`config.mk`:
```
export PLATFORM = sky130hd
export DESIGN_NAME = pe_inv
export DESIGN_NICKNAME = d
export VERILOG_FILES = /design/src/rtl/pe_inv.sv
export SDC_FILE = /design/constraint.sdc
export NUM_CORES = 2
export LEC_CHECK = 0
export ABC_AREA = 1
export CAP_MARGIN = 20
export CORE_UTILIZATION = 25
export CTS_CLUSTER_DIAMETER = 200
export DETAILED_ROUTE_END_ITERATION = 10
export GPL_TIMING_DRIVEN = 0
export PLACE_DENSITY_LB_ADDON = 0.12
export SETUP_SLACK_MARGIN = 0.02
export SKIP_LAST_GASP = 1
export SLEW_MARGIN = 20
export SYNTH_ARGS = -nofsm -noshare
export SYNTH_HDL_FRONTEND = slang
export SYNTH_SLANG_ARGS = --single-unit
```
`constraint.sdc`:
```
create_clock -name clk -period 12.6 [get_ports clk]
set_input_delay 2.52 -clock clk [delete_from_list [all_inputs] [get_ports clk]]
set_output_delay 2.52 -clock clk [all_outputs]
set_load 0.03 [all_outputs]
```
`src/rtl/pe_inv.sv`:
```
// pe_inv: inverse radix-2 butterfly (twiddle multiply first, then add/sub) on sign-magnitude operands, 3-stage valid/ready pipeline.
// Optional macro PE_INV_SCALE_EN: every add/sub result is halved (one guard bit, truncated), so only the multiply can saturate.
module pe_inv #(
    parameter int WL  = 16,
    parameter int FWL = 10
) (
    input  logic          clk,
    input  logic          rst_n,
    input  logic          in_valid,
    output logic          in_ready,
    input  logic [WL-1:0] in0,
    input  logic [WL-1:0] in1,
    input  logic [WL-1:0] in2,
    input  logic [WL-1:0] in3,
    input  logic [WL-1:0] twiddle,
    output logic          out_valid,
    input  logic          out_ready,
    output logic [WL-1:0] out0,
    output logic [WL-1:0] out1,
    output logic [WL-1:0] out2,
    output logic [WL-1:0] out3,
    output logic          ovf,
    input  logic          ovf_clr
);

    localparam int MW = WL - 1;
    localparam int PW = 2 * MW;

    // Both arithmetic helpers return {saturated, sign, magnitude}; zero magnitude always carries a + sign.
    function automatic logic [WL:0] q_mul(input logic [WL-1:0] a, input logic [WL-1:0] b);
        logic [PW-1:0]     prod;
        logic [PW-FWL-1:0] shifted;
        logic [MW-1:0]     mag;
        logic              sat;
        prod    = PW'(a[MW-1:0]) * PW'(b[MW-1:0]);
        shifted = prod[PW-1:FWL];
        sat     = |shifted[PW-FWL-1:MW];
        mag     = sat ? {MW{1'b1}} : shifted[MW-1:0];
        return {sat, (a[WL-1] ^ b[WL-1]) & (|mag), mag};
    endfunction

    function automatic logic [WL:0] q_add(input logic [WL-1:0] a, input logic [WL-1:0] b,
                                          input logic neg_b);
        logic          sb;
        logic [MW:0]   sum;
        logic [MW-1:0] mag;
        logic          sgn;
        logic          sat;
        sb  = b[WL-1] ^ neg_b;
        sat = 1'b0;
        if (a[WL-1] == sb) begin
            sum = {1'b0, a[MW-1:0]} + {1'b0, b[MW-1:0]};
            sgn = sb;
        end else if (a[MW-1:0] >= b[MW-1:0]) begin
            sum = {1'b0, a[MW-1:0] - b[MW-1:0]};
            sgn = a[WL-1];
        end else begin
            sum = {1'b0, b[MW-1:0] - a[MW-1:0]};
            sgn = sb;
        end
`ifdef PE_INV_SCALE_EN
        mag = MW'(sum >> 1);
`else
        sat = sum[MW];
        mag = sat ? {MW{1'b1}} : sum[MW-1:0];
`endif
        return {sat, sgn & (|mag), mag};
    endfunction

    logic          en;
    logic          s1_valid_reg;
    logic          s2_valid_reg;
    logic          s3_valid_reg;
    logic [WL-1:0] s1_reg [5];      // in0, in1, in2, in3, twiddle
    logic [WL-1:0] s2_reg [4];      // in0, t1, in2, t3
    logic [WL-1:0] s3_reg [4];
    logic          ovf_reg;
    logic [WL-1:0] in_word [5];
    logic [WL-1:0] s2_next [4];
    logic [WL:0]   mul_res [2];
    logic [WL:0]   add_res [4];
    logic          mul_sat;
    logic          add_sat;
    logic          ovf_set;

    assign en       = !s3_valid_reg || out_ready;
    assign in_ready = en;

    assign in_word[0] = in0;
    assign in_word[1] = in1;
    assign in_word[2] = in2;
    assign in_word[3] = in3;
    assign in_word[4] = twiddle;

    genvar gi;
    generate
        for (gi = 0; gi < 2; gi++) begin : g_mul
            assign mul_res[gi]      = q_mul(s1_reg[2*gi+1], s1_reg[4]);
            assign s2_next[2*gi]    = s1_reg[2*gi];
            assign s2_next[2*gi+1]  = mul_res[gi][WL-1:0];
        end
        // Lanes 0/1 add, lanes 2/3 subtract; even lanes use the in0 pair, odd lanes the in2 pair.
        for (gi = 0; gi < 4; gi++) begin : g_add
            assign add_res[gi] = q_add(s2_reg[2*(gi%2)], s2_reg[2*(gi%2)+1], (gi >= 2));
        end
    endgenerate

    assign mul_sat = mul_res[0][WL] | mul_res[1][WL];
    assign add_sat = add_res[0][WL] | add_res[1][WL] | add_res[2][WL] | add_res[3][WL];
    assign ovf_set = en && ((s1_valid_reg && mul_sat) || (s2_valid_reg && add_sat));

    always_ff @(posedge clk or negedge rst_n) begin
        if (!rst_n) begin
            s1_valid_reg <= 1'b0;
            s2_valid_reg <= 1'b0;
            s3_valid_reg <= 1'b0;
            ovf_reg      <= 1'b0;
            for (int i = 0; i < 5; i++) s1_reg[i] <= '0;
            for (int i = 0; i < 4; i++) begin
                s2_reg[i] <= '0;
                s3_reg[i] <= '0;
            end
        end else begin
            if (en) begin
                s1_valid_reg <= in_valid;
                s2_valid_reg <= s1_valid_reg;
                s3_valid_reg <= s2_valid_reg;
                if (in_valid)     for (int i = 0; i < 5; i++) s1_reg[i] <= in_word[i];
                if (s1_valid_reg) for (int i = 0; i < 4; i++) s2_reg[i] <= s2_next[i];
                if (s2_valid_reg) for (int i = 0; i < 4; i++) s3_reg[i] <= add_res[i][WL-1:0];
            end
            // A new saturation outranks a simultaneous clear.
            ovf_reg <= (ovf_reg && !ovf_clr) || ovf_set;
        end
    end

    assign out_valid = s3_valid_reg;
    assign out0      = s3_reg[0];
    assign out1      = s3_reg[1];
    assign out2      = s3_reg[2];
    assign out3      = s3_reg[3];
    assign ovf       = ovf_reg;

endmodule

```
# Yosys cells after proc, flatten, opt, wreduce, memory -nomap -nowiden
# Cells that the tools add are included.
[totals] inputBits=85 word_cells=85 ff_bits=212 output_inout_bits=67
[op_classes] n_addsub=6 n_lt_le_gt_ge=2 eq_ne=4 mul=2 reduce_logical=20 muxes=20 bitwise_logic=14
[ops] op="$mux W15" n=8
[ops] op="$reduce_or A15 Y1" n=6
[ops] op="$mux W16" n=4
[ops] op="$mul A15 B15 Y30" n=2
[ops] op="$sub A15 B15 Y15" n=4
[ops] op="$add A15 B15 Y16" n=2
[ops] op="$ge A15 B15 Y1" n=2
[ops] op="$reduce_or A5 Y1" n=2
[ops] op="$mux W1" n=8
[ops] op="$and A1 B1 Y1" n=6
[ops] op="$reduce_and A2 Y1" n=3
[ops] op="$eq A1 B1 Y1" n=4
[ops] op="$logic_and A1 B1 Y1" n=4
[ops] op="$or A1 B1 Y1" n=4
[ops] op="$logic_or A1 B1 Y1" n=3
[ops] op="$logic_not A1 Y1" n=2
[ops] op="$not A1 Y1" n=2
[ops] op="$xor A1 B1 Y1" n=2

# Longest topological paths before layout
[logic_depth] ltp_word=10 mapped_depth=35 ltp_nobuf=33

# Worst setup path before layout
# No wires, ideal clock.
[synth_path] kind="reg2reg" start="register s1_reg[0] (netlist name)" end="register s2_reg[47] (netlist name)" arrival_time_ns=5.721 required_ns=12.484 stages_incl_launch_ff=33 setup_time_ns=0.116 n_path_buf=3 period_less_slack_ns=5.837 slack_ns=6.763 cell_sequence="dfrtp_1 buf_2 buf_1 nand2_1 inv_1 fa_1 inv_1 fa_1 inv_1 fa_1 inv_1 fa_1 inv_1 fa_1 inv_1 fa_1 inv_1 ha_1 nand2_1 inv_1 a21oi_1 nand3_1 nand2_1 nand2_1 nand2_1 nand2_1 nor2_1 nand4_2 buf_6 nor2_2 nand3_1 nand2_1 nand2_1"
[synth_between] elab_chain_len=5
[synth_rtl] item="from (decl)" line="74" text="logic [WL-1:0] s1_reg [5];"
[synth_rtl] item="$mul A15 B15 Y30 *" line="35" text="prod = PW'(a[MW-1:0]) * PW'(b[MW-1:0]);"
[synth_rtl] item="$reduce_or A5 Y1" line="37" text="sat = |shifted[PW-FWL-1:MW];"
[synth_rtl] item="$mux W15 *" line="38" text="mag = sat ? {MW{1'b1}} : shifted[MW-1:0];"
[synth_rtl] item="$reduce_or A15 Y1 *" line="39" text="return {sat, (a[WL-1] ^ b[WL-1]) & (|mag), mag};"
[synth_rtl] item="$and A1 B1 Y1 *" line="39"
[synth_rtl] item="to (signal, indexed assignment)" line="120" text="s2_reg[i] <= '0;"
[synth_rtl] item="to (decl)" line="75" text="logic [WL-1:0] s2_reg [4];"
# Every way passes the cells marked *; elsewhere a longest branch is shown, timed or not.
# A chain may end at the register's enable or synchronous reset.

# Worst setup path after layout
[layout_path] start="register s1_reg[22] (netlist name)" end="register s2_reg[1] (netlist name)"
[layout_between] elab_chain_len=3
[layout_rtl] item="$mul A15 B15 Y30 *" line="35"
[layout_rtl] item="$reduce_or A5 Y1" line="37"
[layout_rtl] item="$mux W15 *" line="38"
# Marks and branches as above.

==> qor.yml <==
outcome:
  status: "complete, no violations"
sta:
  setup_tns_ns: 0
  drv_slew: 0
  tightest_slew_ns: 1.087
  skew_ns: 0.01269
  final.min_clock_period_ns: 7.016
  post-route-period-util_pct: 55.68
  setup_viol: 0
  rsz0062_at_grt: "no"
  hold_viol_final: 0
  slew_headroom_pct: 27.55
  fmax_ghz: 0.1425
placement:
  portBuffers: 151
  dp_hpwl_mm: 93.17
  dp_cells: 6126
  place_area_mm2: 0.03465
  place_congestion: 0.8818
global_route:
  grt_max_degree: 78
  grt_pass1_vias: 27876
  grt_overflow_total: 0
  antenna_found_initial: 13
  grt_pass1_wl_mm: 171.2
  grt_use_total_pct: 17.80
cells_and_area:
  largest_reg_flops: 80
  final_nets: 5225
  instances_no_fill: 6181
  drive_above_1_share_pct: 6.677
  syn2layout_area_growth_pct: 14.73
  final_core_util_pct: 29.07
  final_area_mm2: 0.03562
clock_tree:
  clk_pin_slew_ns: 0.05
  clk_path_buf_depth: 3
  cts_inserted_buffers: 29
  cts_sinks: 212
  tritoncts: "built"
  clk_latency_ns: 0.63
  cts.repair.resized: 0
  cts_setup_buffers: 0
  htreeDepth: 1
  ctsRootBufferMaster: "clkbuf_16"
  cts-hold-fix-buffers: 0
logic_synthesis:
  synth-edff-count: 0
  synth-seq-cells: 212
  async_flop_share_pct: 100.0
  syn_area_mm2: 0.03104
  synth_warnings: 0
  synthCells: 4348
  synth_cell_type_count: 53
  yosysTopAreaCell: "fa_1"
  avgSynthCellArea_um2: 7.140
  synth_most_common_cell: "nand2_1"
  synth_nets: 5041
  yosysTopAreaCellShare_pct: 21.80
  ys_seq_area_share_pct: 17.09
  synth_top_flop_cell: "dfrtp_1"
  synthTopCellsByCount: "1,343 x nand2_1, 1,005 x inv_1, 338 x fa_1"
  synthTopCellsByArea: "fa_1 22%, dfrtp_1 17%, nand2_1 16%, inv_1 12%, ha_1 11%"
flow_run:
  maxCapViolations: 0
setup_path:
  crit_chain: "clkbuf_1 > nand2_1 > fa_1 > inv_1 > fa_1 > fa_1 > fa_1 > fa_1 > inv_1 > fa_1 > inv_1 > ha_1 > a21oi_1 > o21ai_0 > a21oi_1 > nor2_1 > nor2_1 > nand3_1 > nand2_1 > nand3_4 > o21ai_1 > o21ai_0"
  path_class: "reg2reg"
  worst_setup_path_end_kind: "flop"
  reg2reg_from: "s1_reg[22]$_DFFE_PN0P_"
  cp-startpoint: "s1_reg[22]$_DFFE_PN0P_"
  path_common_cell: "fa_1"
  crit_cells: 22
  critPathMaxStageDelay_ns: 0.63
  r2r_setup_slack_ns: 5.58
  crit_required_ns: 13.07
  cp-endpoint: "s2_reg[1]$_DFFE_PN0P_"
  r2r-end: "s2_reg[1]$_DFFE_PN0P_"
  worstPathArrival_ns: 7.49
  critPathTopFamily: "adder cells"
  worst-path-buf-inv: 4
  startpoint_type: "flop"
  r2r_cells: 22
  slowest_stage: "clkbuf_1"
  cp_max_fo: 10
detailed_routing:
  drtAntennaViolNets: 0
  drc: 0
  vias: 26652
  drt_wl_total_mm: 110.6
  via_per_inst: 4.312
  route.detailed.wl_per_inst_um: 17.90
  first_pass_iters: 5
  first_iter_violations: 1399
floorplanning:
  die_y_um: 354.4
  num_rows: 128
  start_util_pct: 25.34
  core-area_mm2: 0.1225
  die-area_mm2: 0.1256
  ios: 152
  die_w_um: 354.4
worst_hold_path:
  min_path_cells: 2
  hp-class: "reg2reg"
==> layout by cell type (no fill, tap or decap), types with 39 or more instances in the layout <==
cell and instances:
nor2_1 186, mux2_2 78, nand2_1 1343, nand3_1 184
a21oi_1 110, o21ai_0 117, nand4_1 39, dfrtp_1 212
inv_1 1005, fa_1 338, ha_1 270, inv_2 40
clkdlybuf4s50_1 150, clkbuf_1 107
==> layout make-up <==
| cell class | count | area, µm² |
|---|---|---|
| antenna | 3 | 7.507 |
| buffer | 149 | 714.4 |
| clock buffer | 40 | 797.0 |
| clock inverter | 12 | 163.9 |
| fill | 13714 | 86900 |
| inverter | 1050 | 3944 |
| multi-input combinational | 2937 | 21080 |
| sequential | 212 | 5305 |
| tap | 1625 | 2033 |
| timing repair buffer | 153 | 1572 |
==> routing by layer <==
layer  GRT usage [%]  vias up  routed length, µm
li1                -    13315                  -
met1           24.69    12780              53250
met2           29.66      447              50470
met3           2.123       94               4370
met4           3.534       16               2453
met5               0        -                 98
==> cells by family after synthesis <==
kind of cell	after synthesis	synth area share (%)
AND/OR/NAND/NOR	1871	25.03
buffers and inverters	1199	15.00
adder cells (fa/ha/maj)	608	32.68
AO/OA/AOI/OAI	329	5.913
flip-flops	212	17.09
multiplexers	78	2.829
XOR/XNOR	51	1.463
==> through the flow <==
step / hold slack (ns) / setup WS [ns]
after floorplan: 0.4317 / 6.763
after global placement: 0.4585 / -1.466
after detailed placement: 0.4676 / 5.533
after CTS: 0.4793 / 5.499
after global routing: 0.5029 / 4.998
final: 0.4753 / 5.584
==> worst min-delay path by stage <==
stage | from | to | slack (ns)
CTS | s1_reg[79]$_DFFE_PN0P_ | s2_reg[63]$_DFFE_PN0P_ | 0.48
floorplan | s2_valid_reg$_DFFE_PN0N_ | out_valid$_DFFE_PN0N_ | 0.43
detailed placement | s1_reg[43]$_DFFE_PN0P_ | s2_reg[27]$_DFFE_PN0P_ | 0.47
global route | s1_reg[77]$_DFFE_PN0P_ | s2_reg[61]$_DFFE_PN0P_ | 0.50
global placement | s1_reg[79]$_DFFE_PN0P_ | s2_reg[63]$_DFFE_PN0P_ | 0.46
finish | out2[2]$_DFFE_PN0P_ | out2[2]$_DFFE_PN0P_ | 0.48
==> worst min-delay path, stage by stage, from the launching register on <==
cell	delay, ns
dfrtp_1	0.34
nand2_1	0.05
nand2_1	0.05
Power is left out: the tool's default activity adds up to more than one toggle a clock period on the data nets, which glitch-free logic cannot reach.
